===== config.mk =====
export PLATFORM = sky130hd
export DESIGN_NAME = aes_controller
export DESIGN_NICKNAME = d
export VERILOG_FILES = /design/src/rtl/aes_controller.sv
export SDC_FILE = /design/constraint.sdc
export NUM_CORES = 1
export LEC_CHECK = 0
export BUFFER_PORTS_ARGS = -buffer_cell sky130_fd_sc_hd__clkbuf_2
export CORE_UTILIZATION = 51
export DETAILED_ROUTE_END_ITERATION = 12
export GPL_TIMING_DRIVEN = 0
export PLACE_DENSITY = 0.82
export SYNTH_ARGS = -nofsm -noshare
export SYNTH_HDL_FRONTEND = slang
export SYNTH_SLANG_ARGS = --single-unit

===== constraint.sdc =====
create_clock -name clk -period 7 [get_ports clk]
set_clock_uncertainty 0.15 [all_clocks]
set_input_delay 0 -clock clk [delete_from_list [all_inputs] [get_ports clk]]
set_output_delay 0 -clock clk [all_outputs]
set_load 0.02 [all_outputs]

===== src/rtl/aes_controller.sv =====
// Sequencing FSM for a byte-serial AES-128 datapath: paces key load, key
// expansion, the rounds and the output drain from the datapath byte counter.
module aes_controller (
  input  logic       clk,
  input  logic       rst,
  input  logic       start,
  input  logic       decrypt_mode,
  input  logic [3:0] inner_state_counter,
  output logic       key_rd,
  output logic       data_rd,
  output logic       out_valid,
  output logic       busy,
  output logic       done,
  output logic       rst_synch,
  output logic       en_generator,
  output logic       encrypt,
  output logic       first_round,
  output logic [3:0] round_counter,
  output logic       read_key_in,
  output logic       load_round_key,
  output logic       save_round_key,
  output logic [7:0] addr_round_key_mem
);

  typedef enum logic [2:0] {
    IDLE, LOAD, ROUND, KLOAD, KEXP, DLOAD, DROUND, OUT
  } state_t;

  localparam logic [3:0] LAST_ROUND = 4'd10;

  state_t     state, state_next;
  logic [3:0] rnd, rnd_next;
  logic       encrypt_next;
  logic       last_byte;

  assign last_byte          = (inner_state_counter == 4'd15);
  assign busy               = (state != IDLE);
  assign addr_round_key_mem = {rnd, 4'b0000} + {4'b0000, inner_state_counter};

  always_ff @(posedge clk or negedge rst) begin
    if (!rst) begin
      state   <= IDLE;
      rnd     <= 4'd0;
      encrypt <= 1'b1;
    end else begin
      state   <= state_next;
      rnd     <= rnd_next;
      encrypt <= encrypt_next;
    end
  end

  // Every phase is 16 bytes long; transitions happen on byte 15 only.
  always_comb begin
    state_next     = state;
    rnd_next       = rnd;
    encrypt_next   = encrypt;
    key_rd         = 1'b0;
    data_rd        = 1'b0;
    out_valid      = 1'b0;
    done           = 1'b0;
    rst_synch      = 1'b0;
    en_generator   = 1'b0;
    first_round    = 1'b0;
    round_counter  = 4'd0;
    read_key_in    = 1'b0;
    load_round_key = 1'b0;
    save_round_key = 1'b0;

    case (state)
      IDLE: begin
        rst_synch = 1'b1;
        if (start) begin
          encrypt_next = ~decrypt_mode;
          rnd_next     = 4'd0;
          state_next   = decrypt_mode ? KLOAD : LOAD;
        end
      end
      LOAD: begin
        key_rd         = 1'b1;
        data_rd        = 1'b1;
        read_key_in    = 1'b1;
        first_round    = 1'b1;
        save_round_key = 1'b1;
        if (last_byte) begin
          state_next = ROUND;
          rnd_next   = 4'd1;
        end
      end
      ROUND: begin
        en_generator   = 1'b1;
        save_round_key = 1'b1;
        round_counter  = rnd;
        if (last_byte) begin
          if (rnd == LAST_ROUND) state_next = OUT;
          else                   rnd_next   = rnd + 4'd1;
        end
      end
      KLOAD: begin
        key_rd         = 1'b1;
        read_key_in    = 1'b1;
        save_round_key = 1'b1;
        if (last_byte) begin
          state_next = KEXP;
          rnd_next   = 4'd1;
        end
      end
      KEXP: begin
        en_generator   = 1'b1;
        save_round_key = 1'b1;
        round_counter  = rnd;
        if (last_byte) begin
          if (rnd == LAST_ROUND) state_next = DLOAD;
          else                   rnd_next   = rnd + 4'd1;
        end
      end
      DLOAD: begin
        data_rd        = 1'b1;
        first_round    = 1'b1;
        load_round_key = 1'b1;
        round_counter  = LAST_ROUND;
        if (last_byte) begin
          state_next = DROUND;
          rnd_next   = 4'd9;
        end
      end
      // Decryption recalls round keys from the top of memory downwards.
      DROUND: begin
        load_round_key = 1'b1;
        round_counter  = rnd;
        if (last_byte) begin
          if (rnd == 4'd0) state_next = OUT;
          else             rnd_next   = rnd - 4'd1;
        end
      end
      OUT: begin
        out_valid = 1'b1;
        if (last_byte) begin
          done       = 1'b1;
          state_next = IDLE;
          rnd_next   = 4'd0;
        end
      end
      default: state_next = IDLE;
    endcase
  end

endmodule


==> qor.csv <==
metric,value,unit
Slew HR,65.1,%
Syn Inst Count,105,
max layer used,met4,
Final HPWL DP,1.55,mm
total chip power,0.601,mW
CP max-delay cell,dfrtp_1,
synthesis-stage register bit count,8,
Diodes inserted,0,
M1 WL,919,um
Syn Area/Cell,8.38,um2
first-pass GRT wire length,3.24,mm
Synth area leaders,"dfrtp_1 (20%), ha_1 (10%), buf_4 (5.1%), o21ai_0 (4.6%), mux2i_1 (3.4%)",
drt pass-1 iters,8,
# port buffers,31,
metal2 WL,955,um
clk_lat worst skew,0.24,ns
fraction of the cycle the final worst path needs,35.6,%
Routed wire per std cell,12.5,um
DRT iter0 DRCs,21,
Ys Warns,0,
LEAKAGE,0.563,nW
crit path DAT,2.46,ns
"Cell Area, Synth",880,um2
Initial Util,56.4,%
chip width,43.5,um
sequential share of the synthesized area,22.9,%
CP startpoint kind,flip-flop,
Crit path largest cell delay,0.40,ns
vias,894,
hold crit path type,input port to async pin,
TritonCTS buffer count,3,
initial antenna violation count,0,
most frequent cells in the layout,"clkbuf_2 (31), o21ai_0 (8), nand2_1 (7), ha_1 (7), dfrtp_1 (7)",
Ports,32,
clk root buf,clkbuf_4,
Slew Limit Fails,0,
htree depth,1,
share of post-route cells with drive strength above 1,36.1,%
CP cell instances,buf_2 > inv_1 > ha_1 > buf_6 > a2111o_1 > o2bb2ai_2 > nor2_1 > mux2_2,
largest net degree at the start of global routing,12,
maximum VDD drop,0.366,mV
status,"finished, violations left",
Rows,14,
Buf/Inv on CP,3,
ANT nets after route,0,
CP endpoint kind,flip-flop,
actual slew at the worst max-slew pin,0.520,ns
die height,43.5,um
Critical Path RT,6.97,ns
routed vias/inst,5.59,
most area-hungry cell type in the Yosys netlist,dfrtp_1,
fin crit period,2.49,ns
max cap viols,0,
die area,1890,um2
Total GRT Usage,22.1,%
Crit Path Class,flip-flop to flip-flop,
met3 WL,105,um
Clock Path Buffers,2,
share of the synthesized area in the top cell type,19.9,%
RePlAce Congestion,0.865,
# DRC,6,
CTS tree,done,
kind of cell adding the most delay to the critical path,compound AO/OA/AOI/OAI gates,
PwrDens,536,nW/um2
cts repair resizes,0,
final setup vio count,0,
GR Overflow Total,0,
violations in the final reports,design-rule violations,
P&R area growth vs syn,27.5,%
setup TNS,0,ns
Post-Route WL,2.00,mm
clock-pin slew on the worst setup and hold paths,0.04,ns
Worst Path Max Fanout,9,
CORE AREA,1560,um2
Final #Nets,160,
vias in the first global route,765,
"commonest non-fill, non-tap cell in the layout",clkbuf_2,
Max Fclk,401,MHz
"Core Util, Final",71.9,%
Final Hold Fails,0,
Post-Syn Nets,120,
sinks on the clock net,8,
RSZ-0062 raised after global routing,no,
synth unique cells,43,
Yosys cell counts (all sizes together):
cell     count
buf         12
o21ai        9
dfrtp        7
ha           7
nand2        7
inv          6
nor2         6
a21oi        4
nor2b        4
a211oi       3
mux2i        3
nand3        3
nor3         3
o22ai        3
a31oi        2
and2         2
o21a         2
or4          2
a2111o       1
a21o         1
a22oi        1
a2bb2oi      1
and3         1
and3b        1
dfstp        1
mux2         1
nand4        1
nor4         1
nor4bb       1
o211ai       1
o21ba        1
o2bb2ai      1
o31a         1
o31ai        1
o41a         1
or2          1
or4bb        1
xnor2        1
logic make-up (layout without fill, tap and decap cells):
family          Yosys count  in the layout  synth area share, %
buf+inv                  18             57                 11.7
mux                       4              4                 4.69
xor+xnor                  1              1                0.996
compound gates           33             33                 28.3
simple gates             34             34                 21.5
flops                     8              8                 22.9
fa+ha+maj                 7              7                 9.96
final timing paths:
path	from	to	slack (ns)	depth (start not counted)
max reg2reg	state[1]$_DFFE_PN0P_	state[0]$_DFFE_PN0P_	4.51	8
min reg2reg	rnd[3]$_DFFE_PN0P_	rnd[3]$_DFFE_PN0P_	0.50	2
max in group asynchronous	rst	state[1]$_DFFE_PN0P_	5.90	3
min in group clk	start	rnd[1]$_DFFE_PN0P_	0.10	4
min	rst	encrypt$_DFFE_PN1P_	0.09	2
max	state[1]$_DFFE_PN0P_	state[0]$_DFFE_PN0P_	4.51	8
per-stage QoR:
step | area, um2 | hold slack, ns | setup WS (ns) | cells
floorplan | 880 | -0.446 | 4.54 | 105
global placement | 1050 | -0.303 | 4.55 | 152
global route | 1120 | 0.111 | 4.28 | 160
CTS | 1120 | 0.0861 | 4.51 | 160
detailed placement | 1050 | -0.304 | 4.52 | 152
finish | 1120 | 0.0919 | 4.51 | 160
flip-flops by register name, summed over array words and instances (netlist names):
register  flops
encrypt       1
state         3
rnd           4
per-layer routing:
layer	track usage, %	vias to the layer above
met1	31.1	409
li1	-	455
met2	37.0	28
met3	0	2
met4	8.13	0
met5	0	-
worst register-to-register path, stage by stage (launching register included):
cell,delay [ns]
dfrtp_1,0.40
buf_2,0.21
inv_1,0.11
ha_1,0.20
buf_6,0.14
a2111o_1,0.40
o2bb2ai_2,0.18
nor2_1,0.23
mux2_2,0.36
power breakdown:
group          switching [mW]  leakage [nW]  internal (mW)
Sequential             0.0290        0.0984         0.0690
Combinational           0.278         0.449          0.191
Clock                  0.0130        0.0150         0.0216
Total                   0.320         0.563          0.282
area by class of cell:
cell class	instances	area, um2
buffer	12	80.1
clock buffer	4	26.3
fill	123	438
inverter	6	22.5
multi-input combinational	79	576
sequential	8	201
tap	16	20.0
timing repair buffer	35	195
timing repair:
| action | 4_1_cts | 5_1_grt |
|---|---|---|
| endpoints found under the setup margin | 0 | 0 |
| hold buffers | 4 | 0 |
| setup buffers | 0 | 0 |
| endpoints found under the hold margin | 10 | 0 |
(Power assumes the default switching activity.)
